==> config.mk <==
export PLATFORM = sky130hd
export DESIGN_NAME = sme_host
export DESIGN_NICKNAME = d
export VERILOG_FILES = /design/src/rtl/sme_host.sv
export SDC_FILE = /design/constraint.sdc
export NUM_CORES = 1
export LEC_CHECK = 0
export ABC_AREA = 1
export ABC_CLOCK_PERIOD_IN_PS = 2700
export BUFFER_PORTS_ARGS = -buffer_cell sky130_fd_sc_hd__buf_4
export CELL_PAD_IN_SITES_DETAIL_PLACEMENT = 1
export CELL_PAD_IN_SITES_GLOBAL_PLACEMENT = 1
export CORE_MARGIN = 2
export CORE_UTILIZATION = 52
export CTS_BUF_LIST = sky130_fd_sc_hd__clkbuf_8
export CTS_CLUSTER_DIAMETER = 150
export CTS_CLUSTER_SIZE = 8
export DETAILED_ROUTE_END_ITERATION = 8
export PLACE_DENSITY_LB_ADDON = 0.1
export SYNTH_ARGS = -nofsm -noshare
export SYNTH_HDL_FRONTEND = slang
export SYNTH_SLANG_ARGS = --single-unit
==> constraint.sdc <==
create_clock -name clk -period 2.7 [get_ports clk]
set_clock_uncertainty 0.15 [all_clocks]
set_input_delay 0.54 -clock clk [delete_from_list [all_inputs] [get_ports clk]]
set_output_delay 0.54 -clock clk [all_outputs]
set_load 0.02 [all_outputs]
==> src/rtl/sme_host.sv <==
// Host-side transmitter for the string-matching engine: buffers string/pattern
// records from upstream, replays them with engine framing and reports the result.
module sme_host #(
    parameter int TIMEOUT = 255
) (
    input  logic       clk,
    input  logic       reset,
    input  logic       in_valid,
    output logic       in_ready,
    input  logic [7:0] in_data,
    input  logic [1:0] in_type,
    input  logic       in_last,
    output logic [7:0] chardata,
    output logic       isstring,
    output logic       ispattern,
    input  logic       valid,
    input  logic       match,
    input  logic [4:0] match_index,
    output logic       res_valid,
    output logic       res_match,
    output logic [4:0] res_index,
    output logic       res_timeout,
    output logic [7:0] res_count,
    output logic       done,
    output logic       error
);
    localparam logic [1:0] T_STR = 2'b00;
    localparam logic [1:0] T_PAT = 2'b01;
    localparam logic [1:0] T_END = 2'b10;
    localparam int WCNT_W = $clog2(TIMEOUT + 1);

    typedef enum logic [3:0] {
        IDLE, LOAD_STR, LOAD_PAT, XMIT_STR, XMIT_PAT, GAP, WAIT_RES, REPORT, END, DONE
    } state_t;

    state_t state, state_d;

    logic [7:0] sbuf [32];
    logic [7:0] pbuf [8];

    logic [5:0]        slen, slen_d;
    logic [3:0]        plen, plen_d;
    logic [4:0]        idx, idx_d;
    logic [WCNT_W-1:0] wcnt, wcnt_d;
    logic              str_pend, str_pend_d;
    logic              str_seen, str_seen_d;
    logic              s_we, p_we;
    logic [4:0]        s_waddr;
    logic [2:0]        p_waddr;
    logic              clr_count;
    logic              accept;
    logic [7:0]        chardata_d;
    logic              isstring_d, ispattern_d;
    logic              res_valid_d, res_match_d, res_timeout_d;
    logic [4:0]        res_index_d;
    logic              done_d, error_d;

    // Gated by reset so every output reads 0 while reset is held.
    assign in_ready = reset && (state == IDLE || state == LOAD_STR || state == LOAD_PAT);
    assign accept   = in_valid && in_ready;

    always_ff @(posedge clk) begin
        if (!reset) state <= IDLE;
        else        state <= state_d;
    end

    always_comb begin
        // NOTE: every signal gets its hold/idle value first so no path infers a latch.
        state_d       = state;
        slen_d        = slen;
        plen_d        = plen;
        idx_d         = idx;
        wcnt_d        = wcnt;
        str_pend_d    = str_pend;
        str_seen_d    = str_seen;
        s_we          = 1'b0;
        s_waddr       = slen[4:0];
        p_we          = 1'b0;
        p_waddr       = plen[2:0];
        clr_count     = 1'b0;
        chardata_d    = 8'h00;
        isstring_d    = 1'b0;
        ispattern_d   = 1'b0;
        res_valid_d   = 1'b0;
        res_match_d   = res_match;
        res_index_d   = res_index;
        res_timeout_d = res_timeout;
        done_d        = done;
        error_d       = error;

        case (state)
            IDLE: if (accept) begin
                case (in_type)
                    T_STR: begin
                        s_we       = 1'b1;
                        s_waddr    = 5'd0;
                        slen_d     = 6'd1;
                        str_seen_d = 1'b1;
                        if (in_last) begin
                            str_pend_d = 1'b1;
                            clr_count  = 1'b1;
                        end else begin
                            state_d = LOAD_STR;
                        end
                    end
                    T_PAT: begin
                        if (!str_seen) begin
                            error_d = 1'b1;
                        end else begin
                            p_we    = 1'b1;
                            p_waddr = 3'd0;
                            plen_d  = 4'd1;
                            idx_d   = 5'd0;
                            if (in_last) state_d = str_pend ? XMIT_STR : XMIT_PAT;
                            else         state_d = LOAD_PAT;
                        end
                    end
                    T_END:   state_d = END;
                    default: error_d = 1'b1;
                endcase
            end
            LOAD_STR: if (accept) begin
                if (in_type != T_STR) begin
                    error_d = 1'b1;
                end else begin
                    // An overflow byte is dropped, but its in_last still closes the record.
                    if (slen == 6'd32) begin
                        error_d = 1'b1;
                    end else begin
                        s_we   = 1'b1;
                        slen_d = slen + 6'd1;
                    end
                    if (in_last) begin
                        str_pend_d = 1'b1;
                        clr_count  = 1'b1;
                        state_d    = IDLE;
                    end
                end
            end
            LOAD_PAT: if (accept) begin
                if (in_type != T_PAT) begin
                    error_d = 1'b1;
                end else begin
                    if (plen == 4'd8) begin
                        error_d = 1'b1;
                    end else begin
                        p_we   = 1'b1;
                        plen_d = plen + 4'd1;
                    end
                    if (in_last) begin
                        idx_d   = 5'd0;
                        state_d = str_pend ? XMIT_STR : XMIT_PAT;
                    end
                end
            end
            XMIT_STR: begin
                isstring_d = 1'b1;
                chardata_d = sbuf[idx];
                if ({1'b0, idx} == slen - 6'd1) begin
                    idx_d      = 5'd0;
                    str_pend_d = 1'b0;
                    state_d    = XMIT_PAT;
                end else begin
                    idx_d = idx + 5'd1;
                end
            end
            XMIT_PAT: begin
                ispattern_d = 1'b1;
                chardata_d  = pbuf[idx[2:0]];
                if (idx[2:0] == 3'(plen - 4'd1)) begin
                    idx_d   = 5'd0;
                    state_d = GAP;
                end else begin
                    idx_d = idx + 5'd1;
                end
            end
            GAP: begin
                wcnt_d  = '0;
                state_d = WAIT_RES;
            end
            WAIT_RES: begin
                if (valid) begin
                    res_match_d   = match;
                    res_index_d   = match_index;
                    res_timeout_d = 1'b0;
                    state_d       = REPORT;
                end else if (wcnt == WCNT_W'(TIMEOUT - 1)) begin
                    res_match_d   = 1'b0;
                    res_index_d   = 5'd0;
                    res_timeout_d = 1'b1;
                    state_d       = REPORT;
                end else begin
                    wcnt_d = wcnt + WCNT_W'(1);
                end
            end
            REPORT: begin
                res_valid_d = 1'b1;
                state_d     = IDLE;
            end
            END: begin
                done_d  = 1'b1;
                state_d = DONE;
            end
            default: ;
        endcase
    end

    always_ff @(posedge clk) begin
        // NOTE: sequential state is assigned with <= so all registers update from pre-edge values.
        if (!reset) begin
            slen        <= 6'd0;
            plen        <= 4'd0;
            idx         <= 5'd0;
            wcnt        <= '0;
            str_pend    <= 1'b0;
            str_seen    <= 1'b0;
            chardata    <= 8'h00;
            isstring    <= 1'b0;
            ispattern   <= 1'b0;
            res_valid   <= 1'b0;
            res_match   <= 1'b0;
            res_index   <= 5'd0;
            res_timeout <= 1'b0;
            res_count   <= 8'd0;
            done        <= 1'b0;
            error       <= 1'b0;
        end else begin
            slen        <= slen_d;
            plen        <= plen_d;
            idx         <= idx_d;
            wcnt        <= wcnt_d;
            str_pend    <= str_pend_d;
            str_seen    <= str_seen_d;
            chardata    <= chardata_d;
            isstring    <= isstring_d;
            ispattern   <= ispattern_d;
            res_valid   <= res_valid_d;
            res_match   <= res_match_d;
            res_index   <= res_index_d;
            res_timeout <= res_timeout_d;
            done        <= done_d;
            error       <= error_d;
            // The count steps after the result beat so the beat shows the current pattern number.
            if (clr_count)      res_count <= 8'd0;
            else if (res_valid) res_count <= res_count + 8'd1;
        end
    end

    // NOTE: the buffers are not reset; only entries below slen/plen are ever read and reset clears those.
    always_ff @(posedge clk) begin
        if (s_we) sbuf[s_waddr] <= in_data;
        if (p_we) pbuf[p_waddr] <= in_data;
    end

endmodule

==> report_table.html <==
<table>
<tr><th>Metric</th><th>Value</th></tr>
<tr><th colspan="2">Yosys</th></tr>
<tr><td>Cells after synthesis</td><td>1538</td></tr>
<tr><td>Warning count from the yosys run</td><td>0</td></tr>
<tr><td>Seq/Total Area, Yosys</td><td>66.9%</td></tr>
<tr><td>Most common flop cell mapped by yosys</td><td>edfxtp_1</td></tr>
<tr><td>Average cell area after synthesis</td><td>10.5 um^2</td></tr>
<tr><td>Net Count, Synth</td><td>1572</td></tr>
<tr><td>Distinct cell type count of the synthesized netlist</td><td>44</td></tr>
<tr><td>Post-synthesis cell type with the largest combined area</td><td>edfxtp_1</td></tr>
<tr><td>Main area contributors after synthesis</td><td>edfxtp_1, nand2_1, nand3_1</td></tr>
<tr><td>FF+latch count, synth</td><td>382</td></tr>
<tr><td>Post-synthesis instance area</td><td>16200 um^2</td></tr>
<tr><td>Post-synth top area share</td><td>59.3%</td></tr>
<tr><td>Number of synthesized flops with an enable pin</td><td>320</td></tr>
<tr><td>Async set-or-reset flop fraction in the synthesized netlist</td><td>0%</td></tr>
<tr><th colspan="2">Critical path</th></tr>
<tr><td>Data arrival time of the critical path</td><td>2.53 ns</td></tr>
<tr><td>Sort of element at the end of the critical path</td><td>flop</td></tr>
<tr><td>Startpoint Class</td><td>flop</td></tr>
<tr><td>Crit Path Max Fanout</td><td>8</td></tr>
<tr><td>Critical path class</td><td>flop to flop</td></tr>
<tr><td>Endpoint required time on the critical path</td><td>2.85 ns</td></tr>
<tr><th colspan="2">Clocking</th></tr>
<tr><td>Clock transition time at the flip-flop clock pins of the worst setup and hold paths</td><td>0.07 ns</td></tr>
<tr><td>Root buffer cell</td><td>clkbuf_8</td></tr>
<tr><td>Number of sinks on the clock net</td><td>382</td></tr>
<tr><td>H-Tree Level Count</td><td>2</td></tr>
<tr><td>Clk Latency, worst-skew pair</td><td>0.58 ns</td></tr>
<tr><td>Post-CTS repair timing setup buffer count</td><td>0</td></tr>
<tr><td>Hold buffers post-CTS</td><td>0</td></tr>
<tr><td>TritonCTS clock tree</td><td>yes</td></tr>
<tr><td>Clock Path Buffers</td><td>3</td></tr>
<tr><td>Number of CTS-inserted buffers</td><td>53</td></tr>
<tr><td>Count of instances resized after the clock tree is built</td><td>0</td></tr>
<tr><th colspan="2">Drt</th></tr>
<tr><td>DRC violation total after the first TritonRoute iteration</td><td>1034</td></tr>
<tr><td>Routed wire length</td><td>45100 um</td></tr>
<tr><td>Routed length per instance</td><td>21.8 um</td></tr>
<tr><td>Antenna viol nets, final</td><td>0</td></tr>
<tr><td>Count of unresolved DRC violations after routing</td><td>0</td></tr>
<tr><td>DR pass1 iterations</td><td>7</td></tr>
<tr><td>Vias per Instance</td><td>5.72</td></tr>
<tr><td>Vias</td><td>11.9k</td></tr>
<tr><th colspan="2">Layout</th></tr>
<tr><td>Layout Cells excl Fill</td><td>2071</td></tr>
<tr><td>Combined flip-flop and latch cell area</td><td>10900 um^2</td></tr>
<tr><td>Fillers</td><td>3313</td></tr>
<tr><td>Layout net count</td><td>1677</td></tr>
<tr><td>Antenna cell count</td><td>0</td></tr>
<tr><td>Most common cell after layout, fill and taps aside</td><td>nand2_1</td></tr>
<tr><td>Most frequent cells in the layout</td><td>nand2_1, edfxtp_1, nand3_1</td></tr>
<tr><td>Layout cells sized above 1</td><td>13.1%</td></tr>
<tr><td>Area of the multi-input gates</td><td>4760 um^2</td></tr>
<tr><td>Relative area change from synthesis to final layout</td><td>12.7%</td></tr>
<tr><td>Utilization after layout</td><td>59.6%</td></tr>
<tr><th colspan="2">Outcome</th></tr>
<tr><td>Result of the run</td><td>finished clean</td></tr>
<tr><th colspan="2">STA</th></tr>
<tr><td>Transition time at the pin with the least slew margin</td><td>0.626 ns</td></tr>
<tr><td>Number of max-slew violations in the final report</td><td>0</td></tr>
<tr><td>Relative slew slack</td><td>58.2%</td></tr>
<tr><td>Number of endpoints with negative hold slack in the final report</td><td>0</td></tr>
<tr><td>Final worst path period need</td><td>2.38 ns</td></tr>
<tr><td>Final critical-path share of the clock period</td><td>88.0%</td></tr>
<tr><td>Setup total negative slack</td><td>0 ns</td></tr>
<tr><td>Highest Clock Rate</td><td>421 MHz</td></tr>
<tr><td>Worst setup margin</td><td>0.325 ns</td></tr>
<tr><td>Unrepaired setup endpoints after global routing</td><td>false</td></tr>
<tr><td>Final number of setup-violating endpoints</td><td>0</td></tr>
<tr><th colspan="2">Global route</th></tr>
<tr><td>Global-route usage over all layers</td><td>27.8%</td></tr>
<tr><td>Pin count of the biggest net entering global routing</td><td>85</td></tr>
<tr><td>Wire length of the first global-routing pass</td><td>69900 um</td></tr>
<tr><td>Via count of the first global-routing pass</td><td>12.4k</td></tr>
<tr><td>Number of antenna violations at the first check in global routing</td><td>0</td></tr>
<tr><td>Final global-route overflow total</td><td>0</td></tr>
<tr><th colspan="2">Power</th></tr>
<tr><td>Power per cell area</td><td>701 nW/um^2</td></tr>
<tr><td>Leak Pwr</td><td>6.90 nW</td></tr>
<tr><td>Maximum vdd drop</td><td>0.000403 V</td></tr>
<tr><th colspan="2">Floorplanning</th></tr>
<tr><td>Area of the core</td><td>30700 um^2</td></tr>
<tr><td>Initial Util</td><td>52.8%</td></tr>
<tr><td>Total die area</td><td>32600 um^2</td></tr>
<tr><td>Die width</td><td>181 um</td></tr>
<tr><td>Height of the chip</td><td>181 um</td></tr>
<tr><td>Row Count</td><td>64</td></tr>
<tr><td>Number of top-level pins</td><td>50</td></tr>
<tr><th colspan="2">Place</th></tr>
<tr><td>Pre-CTS setup slack</td><td>0.105 ns</td></tr>
<tr><td>Placed cells</td><td>1984</td></tr>
<tr><td>Sum of net half-perimeters after detailed placement</td><td>29500 um</td></tr>
<tr><td>Routability congestion estimate from global placement</td><td>0.820</td></tr>
<tr><td>Number of buffers inserted by port buffering</td><td>49</td></tr>
<tr><th colspan="2">Flow run</th></tr>
<tr><td>Max-cap viol count</td><td>0</td></tr>
<tr><th colspan="2">Hold path</th></tr>
<tr><td>Class of the tightest hold or removal check</td><td>primary input to flop</td></tr>
</table>
==> report_power, final <==
group / switching, W / leakage (nW) / internal [W] / total (W)
registers: 0.0000794 / 3.38 / 0.00645 / 0.00653
logic: 0.00166 / 2.96 / 0.000653 / 0.00231
clock network: 0.00209 / 0.563 / 0.00188 / 0.00397
total: 0.00382 / 6.90 / 0.00898 / 0.0128
==> worst max-delay path, stage by stage (launching register included) <==
cell	delay (ns)
dfxtp_1	0.46
nand2_2	0.13
nand2_2	0.13
nor2_4	0.05
nand2_4	0.12
nor2_8	0.06
nand2_4	0.10
nand2_1	0.07
inv_1	0.13
nand3_1	0.26
nor2_1	0.22
buf_4	0.20
==> layer usage <==
layer	up-vias	global-route usage, %	share of wire [%]
li1	5511	-	-
met1	5832	38.1	43
met2	414	46.0	48
met3	97	3.92	6.1
met4	0	8.97	2.7
met5	-	0	0
==> cell type report <==
class	instances	share of cell area, %
flip-flops and latches	382	59.4
inverters	68	1.42
repair buffers	125	5.55
clock buffers	56	4.22
well taps	396	2.71
clock inverters	31	0.657
multi-input cells	1013	26.0
==> state kept, by name (all words and copies together) (netlist names), named ones only <==
register     count
str_pend         1
state            4
res_timeout      1
plen             4
chardata         8
res_count        8
wcnt             8
res_index        5
ispattern        1
pbuf            64
sbuf           256
res_match        1
slen             6
str_seen         1
isstring         1
done             1
error            1
res_valid        1
idx              5
==> path summary, 6_finish.rpt <==
path	from	end	slack (ns)	cells after the start
setup / recovery	state[0]	sbuf[12][2]	0.32	11
hold reg to reg	done	done	0.31	2
setup reg to reg	state[0]	sbuf[12][2]	0.32	11
hold / removal	match	res_match	0.07	3
==> cells in the mapped netlist (13+ instances only) <==
library cell    n
a21oi_1        31
buf_2          26
clkbuf_1       31
dfxtp_1        62
edfxtp_1      320
ha_1           13
inv_1          60
nand2_1       450
nand3_1       253
nor2_1        120
o21ai_0        42
xor2_1         13
==> metrics by stage <==
stage / power (W) / hold WS (ns) / cell area (um^2)
after floorplan: 0.00815 / 0.307 / 16200
after global placement: 0.00887 / 0.289 / 17400
after detailed placement: 0.00895 / 0.301 / 17400
after CTS: 0.0129 / 0.0380 / 18300
after global routing: 0.0134 / 0.0698 / 18300
final: 0.0128 / 0.0713 / 18300
==> cells by family after synthesis <==
logic type,after synthesis,synth area share (%)
flops,382,66.9
mux,1,0.0618
simple gates,870,23.2
compound gates,114,4.24
xor+xnor,15,0.811
buf+inv,143,3.70
fa+ha+maj,13,1.00
Power figures use the tool's default switching activity.
